File: config.mk
export PLATFORM = sky130hd
export DESIGN_NAME = mem_access_unit_flat
export DESIGN_NICKNAME = d
export VERILOG_FILES = /design/src/rtl/mem_access_pkg.sv /design/src/rtl/mem_access_unit_if.sv /design/src/rtl/mem_lane_align.sv /design/src/rtl/mem_access_unit.sv /design/src/flat_wrapper.sv
export SDC_FILE = /design/constraint.sdc
export NUM_CORES = 1
export LEC_CHECK = 0
export CAP_MARGIN = 5
export CORE_MARGIN = 2
export CORE_UTILIZATION = 25
export CTS_BUF_LIST = sky130_fd_sc_hd__clkbuf_16
export CTS_CLUSTER_DIAMETER = 40
export CTS_CLUSTER_SIZE = 30
export DETAILED_ROUTE_END_ITERATION = 12
export PLACE_DENSITY = 0.47
export SLEW_MARGIN = 10
export SYNTH_ARGS = -nofsm -noshare
export SYNTH_HDL_FRONTEND = slang
export SYNTH_HIERARCHICAL = 1
export SYNTH_SLANG_ARGS = --single-unit
File: constraint.sdc
create_clock -name clk -period 2.6 [get_ports clk]
set_input_delay 0.26 -clock clk [delete_from_list [all_inputs] [get_ports clk]]
set_output_delay 0.26 -clock clk [all_outputs]
set_load 0.1 [all_outputs]
File: src/rtl/mem_access_pkg.sv
// rtl/mem_access_pkg.sv - shared op codes, FSM states and widths for the MEM-stage load/store unit
package mem_access_pkg;

    localparam int WORD_W    = 32;
    localparam int REG_IDX_W = 5;

    typedef enum logic [3:0] {
        OP_NONE = 4'd0,
        OP_LB   = 4'd1,
        OP_LH   = 4'd2,
        OP_LW   = 4'd3,
        OP_LBU  = 4'd4,
        OP_LHU  = 4'd5,
        OP_SB   = 4'd6,
        OP_SH   = 4'd7,
        OP_SW   = 4'd8
    } mem_op_e;

    typedef enum logic {
        IDLE  = 1'b0,
        MERGE = 1'b1
    } state_e;

    function automatic logic is_load(mem_op_e op);
        return (op == OP_LB) || (op == OP_LH) || (op == OP_LW) ||
               (op == OP_LBU) || (op == OP_LHU);
    endfunction

    function automatic logic is_store(mem_op_e op);
        return (op == OP_SB) || (op == OP_SH) || (op == OP_SW);
    endfunction

    function automatic logic is_sub_store(mem_op_e op);
        return (op == OP_SB) || (op == OP_SH);
    endfunction

endpackage

File: src/rtl/mem_access_unit_if.sv
// rtl/mem_access_unit_if.sv - EX/MEM, data-memory and MEM/WB signal bundle of the load/store unit
interface mem_access_unit_if;
    import mem_access_pkg::*;

    logic                 in_valid;
    mem_op_e              in_op;
    logic [WORD_W-1:0]    in_addr;
    logic [WORD_W-1:0]    in_wdata;
    logic [REG_IDX_W-1:0] in_rd;
    logic                 in_regwrite;
    logic                 stall;

    logic [WORD_W-1:0]    dm_id;
    logic                 dm_read;
    logic                 dm_write;
    logic [WORD_W-1:0]    dm_wdata;
    logic [WORD_W-1:0]    dm_rdata;

    logic                 wb_valid;
    logic [REG_IDX_W-1:0] wb_rd;
    logic                 wb_regwrite;
    logic [WORD_W-1:0]    wb_data;
    logic                 wb_fault;
    logic [WORD_W-1:0]    fault_addr;

    modport slave (
        input  in_valid, in_op, in_addr, in_wdata, in_rd, in_regwrite, dm_rdata,
        output stall, dm_id, dm_read, dm_write, dm_wdata,
               wb_valid, wb_rd, wb_regwrite, wb_data, wb_fault, fault_addr
    );

    modport master (
        output in_valid, in_op, in_addr, in_wdata, in_rd, in_regwrite, dm_rdata,
        input  stall, dm_id, dm_read, dm_write, dm_wdata,
               wb_valid, wb_rd, wb_regwrite, wb_data, wb_fault, fault_addr
    );

endinterface

File: src/rtl/mem_lane_align.sv
// rtl/mem_lane_align.sv - little-endian byte/half lane extraction for loads and lane merge for stores
module mem_lane_align
    import mem_access_pkg::*;
(
    input  logic [WORD_W-1:0] word_i,
    input  logic [1:0]        off_i,
    input  mem_op_e           op_i,
    input  logic [WORD_W-1:0] wdata_i,
    output logic [WORD_W-1:0] load_o,
    output logic [WORD_W-1:0] merge_o
);

    logic [WORD_W-1:0] shifted;
    logic [4:0]        byte_sh;
    logic [4:0]        half_sh;
    logic [WORD_W-1:0] mask;
    logic [WORD_W-1:0] lane;

    assign byte_sh = {off_i, 3'b000};
    assign half_sh = {off_i[1], 4'b0000};

    always_comb begin
        shifted = word_i >> byte_sh;
        case (op_i)
            OP_LB:   load_o = {{24{shifted[7]}}, shifted[7:0]};
            OP_LBU:  load_o = {24'h0, shifted[7:0]};
            OP_LH:   load_o = {{16{shifted[15]}}, shifted[15:0]};
            OP_LHU:  load_o = {16'h0, shifted[15:0]};
            default: load_o = word_i;
        endcase
    end

    // Non-sub-word ops pass wdata through so SW can share the path.
    always_comb begin
        mask    = '0;
        lane    = '0;
        merge_o = wdata_i;
        case (op_i)
            OP_SB: begin
                mask    = 32'h0000_00FF << byte_sh;
                lane    = {24'h0, wdata_i[7:0]} << byte_sh;
                merge_o = (word_i & ~mask) | (lane & mask);
            end
            OP_SH: begin
                mask    = 32'h0000_FFFF << half_sh;
                lane    = {16'h0, wdata_i[15:0]} << half_sh;
                merge_o = (word_i & ~mask) | (lane & mask);
            end
            default: ;
        endcase
    end

endmodule

File: src/rtl/mem_access_unit.sv
// rtl/mem_access_unit.sv - MEM-stage load/store unit with sub-word read-modify-write and fault detection
module mem_access_unit
    import mem_access_pkg::*;
#(
    parameter int DEPTH = 64
)(
    input  logic               clk,
    input  logic               rst_n,
    mem_access_unit_if.slave   bus
);

    localparam logic [WORD_W-1:0] ADDR_LIMIT = WORD_W'(DEPTH * 4);

    state_e               state_q, state_d;
    logic [WORD_W-1:0]    merge_q, merge_d;
    logic                 wb_valid_q, wb_valid_d;
    logic [REG_IDX_W-1:0] wb_rd_q, wb_rd_d;
    logic                 wb_regwrite_q, wb_regwrite_d;
    logic [WORD_W-1:0]    wb_data_q, wb_data_d;
    logic                 wb_fault_q, wb_fault_d;
    logic [WORD_W-1:0]    fault_addr_q, fault_addr_d;

    logic              misaligned;
    logic              out_of_range;
    logic              fault;
    logic              access_ok;
    logic              stall_c;
    logic              read_c;
    logic              write_c;
    logic [WORD_W-1:0] wdata_c;
    logic [WORD_W-1:0] load_word;
    logic [WORD_W-1:0] merge_word;

    mem_lane_align u_align (
        .word_i  (bus.dm_rdata),
        .off_i   (bus.in_addr[1:0]),
        .op_i    (bus.in_op),
        .wdata_i (bus.in_wdata),
        .load_o  (load_word),
        .merge_o (merge_word)
    );

    always_comb begin
        case (bus.in_op)
            OP_LH, OP_LHU, OP_SH: misaligned = bus.in_addr[0];
            OP_LW, OP_SW:         misaligned = |bus.in_addr[1:0];
            default:              misaligned = 1'b0;
        endcase
    end

    assign out_of_range = (bus.in_addr >= ADDR_LIMIT);
    assign fault        = bus.in_valid && (bus.in_op != OP_NONE) && (misaligned || out_of_range);
    assign access_ok    = bus.in_valid && (bus.in_op != OP_NONE) && !fault;

    always_comb begin
        state_d       = state_q;
        merge_d       = merge_q;
        stall_c       = 1'b0;
        read_c        = 1'b0;
        write_c       = 1'b0;
        wdata_c       = bus.in_wdata;
        wb_valid_d    = wb_valid_q;
        wb_rd_d       = wb_rd_q;
        wb_regwrite_d = wb_regwrite_q;
        wb_data_d     = wb_data_q;
        wb_fault_d    = wb_fault_q;
        fault_addr_d  = fault_addr_q;

        case (state_q)
            IDLE: begin
                if (access_ok && is_sub_store(bus.in_op)) begin
                    read_c        = 1'b1;
                    stall_c       = 1'b1;
                    merge_d       = merge_word;
                    state_d       = MERGE;
                    wb_valid_d    = 1'b0;
                    wb_regwrite_d = 1'b0;
                    wb_fault_d    = 1'b0;
                end else begin
                    read_c        = access_ok && is_load(bus.in_op);
                    write_c       = access_ok && (bus.in_op == OP_SW);
                    wb_valid_d    = bus.in_valid;
                    wb_rd_d       = bus.in_rd;
                    wb_regwrite_d = bus.in_valid && bus.in_regwrite &&
                                    !is_store(bus.in_op) && !fault;
                    wb_fault_d    = fault;
                    if (!bus.in_valid || fault)
                        wb_data_d = '0;
                    else if (is_load(bus.in_op))
                        wb_data_d = load_word;
                    else if (bus.in_op == OP_NONE)
                        wb_data_d = bus.in_addr;
                    else
                        wb_data_d = '0;
                    if (fault)
                        fault_addr_d = bus.in_addr;
                end
            end
            MERGE: begin
                write_c       = 1'b1;
                wdata_c       = merge_q;
                state_d       = IDLE;
                wb_valid_d    = 1'b1;
                wb_rd_d       = bus.in_rd;
                wb_regwrite_d = 1'b0;
                wb_fault_d    = 1'b0;
                wb_data_d     = '0;
            end
            default: state_d = IDLE;
        endcase
    end

    always_ff @(posedge clk or negedge rst_n) begin
        if (!rst_n) begin
            state_q       <= IDLE;
            merge_q       <= '0;
            wb_valid_q    <= 1'b0;
            wb_rd_q       <= '0;
            wb_regwrite_q <= 1'b0;
            wb_data_q     <= '0;
            wb_fault_q    <= 1'b0;
            fault_addr_q  <= '0;
        end else begin
            state_q       <= state_d;
            merge_q       <= merge_d;
            wb_valid_q    <= wb_valid_d;
            wb_rd_q       <= wb_rd_d;
            wb_regwrite_q <= wb_regwrite_d;
            wb_data_q     <= wb_data_d;
            wb_fault_q    <= wb_fault_d;
            fault_addr_q  <= fault_addr_d;
        end
    end

    // Gated by rst_n so a reset during MERGE kills the negedge write immediately.
    assign bus.stall       = rst_n && stall_c;
    assign bus.dm_read     = rst_n && read_c;
    assign bus.dm_write    = rst_n && write_c;
    assign bus.dm_wdata    = wdata_c;
    assign bus.dm_id       = {2'b00, bus.in_addr[31:2]};
    assign bus.wb_valid    = wb_valid_q;
    assign bus.wb_rd       = wb_rd_q;
    assign bus.wb_regwrite = wb_regwrite_q;
    assign bus.wb_data     = wb_data_q;
    assign bus.wb_fault    = wb_fault_q;
    assign bus.fault_addr  = fault_addr_q;

endmodule

File: src/flat_wrapper.sv
// flat-port wrapper written by rule: the top's interface ports become plain ports
module mem_access_unit_flat import mem_access_pkg::*;
#(
    parameter int DEPTH = 64
)
  (clk, rst_n, bus_in_valid, bus_in_op, bus_in_addr, bus_in_wdata, bus_in_rd, bus_in_regwrite, bus_dm_rdata, bus_stall, bus_dm_id, bus_dm_read, bus_dm_write, bus_dm_wdata, bus_wb_valid, bus_wb_rd, bus_wb_regwrite, bus_wb_data, bus_wb_fault, bus_fault_addr);
  mem_access_unit_if bus_i ();
  input  logic clk;
  input  logic rst_n;
  input wire logic [$bits(bus_i.in_valid)-1:0] bus_in_valid;
  input wire logic [$bits(bus_i.in_op)-1:0] bus_in_op;
  input wire logic [$bits(bus_i.in_addr)-1:0] bus_in_addr;
  input wire logic [$bits(bus_i.in_wdata)-1:0] bus_in_wdata;
  input wire logic [$bits(bus_i.in_rd)-1:0] bus_in_rd;
  input wire logic [$bits(bus_i.in_regwrite)-1:0] bus_in_regwrite;
  input wire logic [$bits(bus_i.dm_rdata)-1:0] bus_dm_rdata;
  output wire logic [$bits(bus_i.stall)-1:0] bus_stall;
  output wire logic [$bits(bus_i.dm_id)-1:0] bus_dm_id;
  output wire logic [$bits(bus_i.dm_read)-1:0] bus_dm_read;
  output wire logic [$bits(bus_i.dm_write)-1:0] bus_dm_write;
  output wire logic [$bits(bus_i.dm_wdata)-1:0] bus_dm_wdata;
  output wire logic [$bits(bus_i.wb_valid)-1:0] bus_wb_valid;
  output wire logic [$bits(bus_i.wb_rd)-1:0] bus_wb_rd;
  output wire logic [$bits(bus_i.wb_regwrite)-1:0] bus_wb_regwrite;
  output wire logic [$bits(bus_i.wb_data)-1:0] bus_wb_data;
  output wire logic [$bits(bus_i.wb_fault)-1:0] bus_wb_fault;
  output wire logic [$bits(bus_i.fault_addr)-1:0] bus_fault_addr;
  assign bus_i.in_valid = bus_in_valid;
  assign bus_i.in_op = bus_in_op;
  assign bus_i.in_addr = bus_in_addr;
  assign bus_i.in_wdata = bus_in_wdata;
  assign bus_i.in_rd = bus_in_rd;
  assign bus_i.in_regwrite = bus_in_regwrite;
  assign bus_i.dm_rdata = bus_dm_rdata;
  assign bus_stall = bus_i.stall;
  assign bus_dm_id = bus_i.dm_id;
  assign bus_dm_read = bus_i.dm_read;
  assign bus_dm_write = bus_i.dm_write;
  assign bus_dm_wdata = bus_i.dm_wdata;
  assign bus_wb_valid = bus_i.wb_valid;
  assign bus_wb_rd = bus_i.wb_rd;
  assign bus_wb_regwrite = bus_i.wb_regwrite;
  assign bus_wb_data = bus_i.wb_data;
  assign bus_wb_fault = bus_i.wb_fault;
  assign bus_fault_addr = bus_i.fault_addr;
  mem_access_unit #(.DEPTH(DEPTH)) u_core (.clk(clk), .rst_n(rst_n), .bus(bus_i));
endmodule
==> results of run 1 <==
layer usage:
metal	wire, um	vias to the layer above	track usage [%]
met5	26	-	0
li1	-	2984	-
met1	13100	3098	27.0
met2	12300	249	27.7
met4	360	4	4.02
met3	1860	28	4.01
metrics by stage:
stage	area, um^2	power, uW	instances	setup TNS (ns)
after detailed placement	10200	3790	1269	-42.43
after CTS	10600	5220	1287	0
final	10600	5160	1289	0
after global routing	10600	5360	1288	0
after floorplan	7080	3080	649	0
after global placement	10200	3790	1269	-39.67
final cells by class:
| type | instances | share of cell area, % |
|---|---|---|
| Multi-Input combinational cell | 423 | 36.3 |
| Timing Repair Buffer | 332 | 30.5 |
| Sequential cell | 105 | 24.8 |
| Tap cell | 378 | 4.46 |
| Clock buffer | 9 | 2.12 |
| Inverter | 34 | 1.20 |
| Clock inverter | 7 | 0.684 |
| Antenna cell | 1 | 0.0236 |
worst min-delay path by stage:
stage	from	to	slack, ns	depth (start not counted)
after floorplan	rst_n	u_core/bus.fault_addr[0]	-0.04	0
final	rst_n	u_core/bus.wb_data[15]	0.31	2
after global routing	bus_in_addr[1]	u_core/bus.fault_addr[1]	0.32	2
after global placement	rst_n	u_core/bus.fault_addr[15]	0.16	1
after CTS	bus_in_addr[1]	u_core/bus.fault_addr[1]	0.31	2
after detailed placement	rst_n	u_core/bus.fault_addr[15]	0.16	1
power by group:
group          total (uW)  switching [uW]  internal (uW)
registers            1730            31.5           1700
clock network        1400             725            679
logic                2030            1380            647
synthesized netlist by cell type, types with 5 or more instances:
cell type	number	share of area [%]
o21ai_0	17	1.2
inv_1	33	1.8
o2111ai_1	15	1.9
buf_6	11	1.8
clkbuf_1	15	0.80
o41a_1	7	1.1
and3_1	16	1.4
or3b_2	8	0.99
nand3_1	17	1.2
o221ai_1	23	2.9
a31oi_1	8	0.71
buf_2	20	1.4
o211ai_1	7	0.74
nor2_1	14	0.74
mux2_2	113	18
buf_4	40	4.2
dfrtp_1	105	37
nor2b_1	5	0.44
a21boi_0	8	0.85
nand3b_1	11	1.2
a22oi_1	7	0.74
a22o_1	70	8.7
nand2_1	13	0.69
a221o_1	8	1.1
timing repair:
item / CTS / global route
setup buffers: 1 / 1
gates cloned: 0 / 0
setup endpoints to repair: 75 / 1
hold endpoints to repair: 13 / 0
resized for setup: 26 / 3
hold buffers: 1 / 0
pin swaps: 10 / 5
worst max-delay path, delay by kind of cell:
kind            cells  cell delay [ns]
buf+inv             3             0.61
simple gates        4             1.19
compound gates      1             0.15
cells by family after synthesis:
logic type             after synthesis
AO/OA/AOI/OAI                      184
buffers and inverters              121
multiplexers                       120
AND/OR/NAND/NOR                    117
flip-flops                         105
other                                1
flip-flops by register name, summed over array words and instances, names as in the netlist:
signal	count
u_core/bus.fault_addr	32
u_core/bus.wb_data	32
u_core/merge_q	32
u_core/bus.wb_rd	5
u_core/bus.wb_fault	1
u_core/bus.wb_regwrite	1
u_core/bus.wb_valid	1
u_core/state_q	1
==> qor.yml, run 1 <==
grt:
  grt_first_pass_wirelength_um: 40300
  grt_pass1_vias: 6244
  grt_start_max_net_pins: 57
  grt_overflow_total: 0
  gr-usage-all-layers_pct: 18.4
  antenna_found_initial: 5
floorplanning:
  dieHeight_um: 172
  initial_core_util_pct: 25.4
  die_area_um2: 29600
  pin_count: 248
  design.core.area_um2: 27800
  die_w_um: 172
  rows: 61
clock_tree:
  htreeDepth: 3
  cts_made_buffers: 9
  cts_sinks: 105
  ctsRootBufferMaster: "clkbuf_16"
  cts_tree: "yes"
  path_clk_slew_ns: 0.08
  cts.path.max_buffers: 2
  clk_latency_ns: 0.36
logic_synthesis:
  synth_top_family_by_area: "compound AO/OA/AOI/OAI gates"
  yosysSeqAreaShare_pct: 37.2
  yosysWarnings: 6
  ys_types: 64
  synthFlopType: "dfrtp_1"
  yosys.area_share.simple_pct: 11.0
  synth-compound-area-share_pct: 22.1
  synthCells: 648
  synth_xor_area_share_pct: 0
  synthArstFlopShare_pct: 100
  synthMuxAreaShare_pct: 19.5
  synth-edff-count: 0
  synthAdderAreaFrac_pct: 0
  synthesis.area_um2: 7070
  ys_ff_latch: 105
  avgSynthCellArea_um2: 10.9
sta:
  rsz0062_at_grt: "no"
  period_needed_ns: 2.48
  whs_ns: 0.308
  fmax_mhz: 404
  fin_crit_sh_pct: 95.2
  drv_slew: 0
  fin_ws_ns: 0.124
  setup_violations: 0
  finalHoldViolCount: 0
  relSlewSlack_pct: 29.6
  worstMarginPinSlew_ns: 1.05
  finClkSkew_ns: 0.00688
critical_path:
  slowest_stage: "or3_4"
  crit_required_ns: 2.34
  r2r_end: "u_core/merge_q[8]"
  critical-path-max-stage-delay_ns: 0.43
  r2r_setup_slack_ns: 0.54
  arrival_ns: 2.22
  end_kind: "output pin"
  ff2ff_path_depth: 6
  path_common_cell: "or3_4"
  crit_chain: "dlygate4sd2_1 -> nor4_4 -> buf_4 -> nand4_1 -> or3_4 -> or3_4 -> o21ai_4 -> buf_12"
  worstPathMaxFanout: 4
  critPathLaunchType: "primary input"
  crit_start: "bus_in_addr[30]"
  r2r_start: "u_core/state_q"
  endpoint: "bus_dm_write"
  criticalPathCategory: "primary input to output pin"
final_layout:
  fin_nets: 1014
  area_delta_synth_final_pct: 50.1
  layout_commonest_cell: "buf_4"
  finish.utilization_pct: 38.2
  layout_common_cells: "184 x buf_4, 113 x mux2_2, 105 x dfrtp_1"
  layout-drive-gt1-share_pct: 43.8
  regArea_um2: 2630
  multi_input_area_um2: 3850
  n_fill_cell: 2816
placed_design:
  hpwl_um: 21700
  dp_slack_ns: -0.500
  portBuffers: 245
  gp_congestion: 0.805
route:
  viasPerCell: 4.94
  first_iter_violations: 420
  firstDrtPassIters: 5
  avgRoutedWirePerCell_um: 21.4
  drc: 0
  final_antenna_net_count: 0
  vias: 6363
  postRouteWirelength_um: 27600
flow_run:
  drv_cap: 0
power_and_ir_drop:
  peakVddDrop_v: 0.000273
  power.leakage_uw: 0.00478
  power_density_nw_per_um2: 486
status:
  status: "finished clean"
hold_path:
  hold_class: "primary input to async pin"
(Power assumes the default switching activity.)
==> inputs of run 2 (changes only) <==
CORE_ASPECT_RATIO = 1.25   (was not set)
==> qor.yml, run 2 (same netlist as run 1, synthesis figures left out) <==
floorplanning:
  design.core.area_um2: 27700  # was 27,800 um^2
  die_area_um2: 29600  # about the same
  rows: 68  # was 61
  pin_count: 248  # unchanged
  dieHeight_um: 192  # was 172 um
  die_w_um: 154  # was 172 um
  initial_core_util_pct: 25.5  # was 25.4%
final_layout:
  layout_common_cells: "183 x buf_4, 113 x mux2_2, 105 x dfrtp_1"  # was 184 x buf_4, 113 x mux2_2, 105 x dfrtp_1
  layout_commonest_cell: "buf_4"  # unchanged
  finish.utilization_pct: 38.5  # was 38.2%
  n_fill_cell: 2786  # was 2,816
  fin_nets: 1017  # was 1,014
  layout-drive-gt1-share_pct: 44.5  # was 43.8%
  area_delta_synth_final_pct: 51.1  # was 50.1%
clock_tree:
  cts_tree: "yes"  # unchanged
  ctsRootBufferMaster: "clkbuf_16"  # unchanged
  cts_sinks: 105  # unchanged
  cts.path.max_buffers: 2  # unchanged
  htreeDepth: 3  # unchanged
  cts_made_buffers: 9  # unchanged
  clk_latency_ns: 0.36  # about the same
  path_clk_slew_ns: 0.07  # was 0.08 ns
route:
  firstDrtPassIters: 4  # was 5
  final_antenna_net_count: 0  # unchanged
  avgRoutedWirePerCell_um: 22.3  # was 21.4 um
  vias: 6421  # was 6,363
  first_iter_violations: 325  # was 420
  postRouteWirelength_um: 28200  # was 27,600 um
  viasPerCell: 5.08  # was 4.94
  drc: 0  # unchanged
sta:
  period_needed_ns: 2.53  # was 2.48 ns
  fin_crit_sh_pct: 97.4  # was 95.2%
  setup_violations: 0  # unchanged
  finalHoldViolCount: 0  # unchanged
  relSlewSlack_pct: 37.7  # was 29.6%
  rsz0062_at_grt: "no"  # unchanged
  drv_slew: 0  # unchanged
  finClkSkew_ns: 0.0139  # was 0.00688 ns
  fmax_mhz: 395  # was 404 MHz
  worstMarginPinSlew_ns: 0.931  # was 1.05 ns
  whs_ns: 0.283  # was 0.308 ns
power_and_ir_drop:
  power.leakage_uw: 0.00488  # was 0.00478 uW
  power_density_nw_per_um2: 487  # was 486 nW/um^2
  peakVddDrop_v: 0.000250  # was 0.000273 V
flow_run:
  drv_cap: 0  # unchanged
placed_design:
  portBuffers: 245  # unchanged
  gp_congestion: 0.842  # was 0.805
  hpwl_um: 22200  # was 21,700 um
critical_path:
  critPathLaunchType: "primary input"  # unchanged
  end_kind: "output pin"  # unchanged
  criticalPathCategory: "primary input to output pin"  # unchanged
  arrival_ns: 2.27  # was 2.22 ns
  worstPathMaxFanout: 3  # was 4
  crit_required_ns: 2.34  # about the same
grt:
  grt_start_max_net_pins: 42  # was 57
  antenna_found_initial: 3  # was 5
  gr-usage-all-layers_pct: 18.7  # was 18.4%
  grt_overflow_total: 0  # unchanged
  grt_pass1_vias: 6447  # was 6,244
  grt_first_pass_wirelength_um: 41500  # was 40,300 um
hold_path:
  hold_class: "primary input to flop"  # was primary input to async pin
status:
  status: "finished clean"  # unchanged
run 2: critical path: stages:
cell	delay, ns
clkdlybuf4s50_1	0.55
or3b_2	0.46
a211o_1	0.31
o21ai_2	0.11
buf_4	0.19
or3_4	0.16
o21ai_4	0.06
buf_12	0.16
run 2: path summary, 6_finish.rpt:
check                              startpoint                        end  depth (start not counted)  slack [ns]
min reg2reg                u_core/merge_q[12]         u_core/merge_q[12]                          1        0.50
min                           bus_in_addr[19]  u_core/bus.fault_addr[19]                          3        0.28
max reg2reg                    u_core/state_q         u_core/merge_q[27]                          8        0.48
min in group asynchronous               rst_n             u_core/state_q                          2        0.30
max                              bus_in_op[3]               bus_dm_write                          8        0.07
max in group asynchronous               rst_n         u_core/merge_q[23]                          3        1.49
run 2: metal layers:
| layer | track usage [%] | share of wire, % |
|---|---|---|
| met5 | 0 | 0.089 |
| met1 | 24.7 | 43 |
| met3 | 3.70 | 6.0 |
| met2 | 31.4 | 50 |
| met4 | 4.74 | 1.7 |
run 2: what timing repair did:
item | 4_1_cts | 5_1_grt
resized for setup | 21 | 17
pin swaps | 11 | 11
setup endpoints to repair | 3 | 3
buffers inserted | 2 | 0
hold buffers | 1 | 0
hold endpoints to repair | 1 | 0
run 2: layout make-up:
cell class	count	area (um^2)	area share (%)
diodes	1	2.50	0.0234
clock buffers	9	225	2.11
clock inverters	6	73.8	0.691
inverters	34	128	1.20
multi-input cells	423	3850	36.1
flip-flops and latches	105	2630	24.6
well taps	350	438	4.10
repair buffers	335	3330	31.2
run 2: report_power, final:
part / switching [uW] / leakage [uW] / total, uW / internal [uW]
registers: 33.6 / 0.00138 / 1730 / 1700
logic: 1380 / 0.00336 / 2030 / 646
clock network: 687 / 0.000140 / 1440 / 758
total: 2100 / 0.00488 / 5200 / 3100
run 2: per-stage QoR:
| stage | area, um^2 | total power (uW) | cells | setup TNS, ns | setup WS (ns) |
|---|---|---|---|---|---|
| detailed placement | 10300 | 3800 | 1244 | -22.84 | -0.286 |
| global route | 10700 | 5400 | 1263 | 0 | 0.00201 |
| finish | 10700 | 5200 | 1263 | 0 | 0.0678 |
| floorplan | 7080 | 3080 | 649 | 0 | 0.0469 |
| global placement | 10300 | 3800 | 1244 | -20.58 | -0.270 |
| CTS | 10600 | 5270 | 1262 | 0 | 0.00471 |
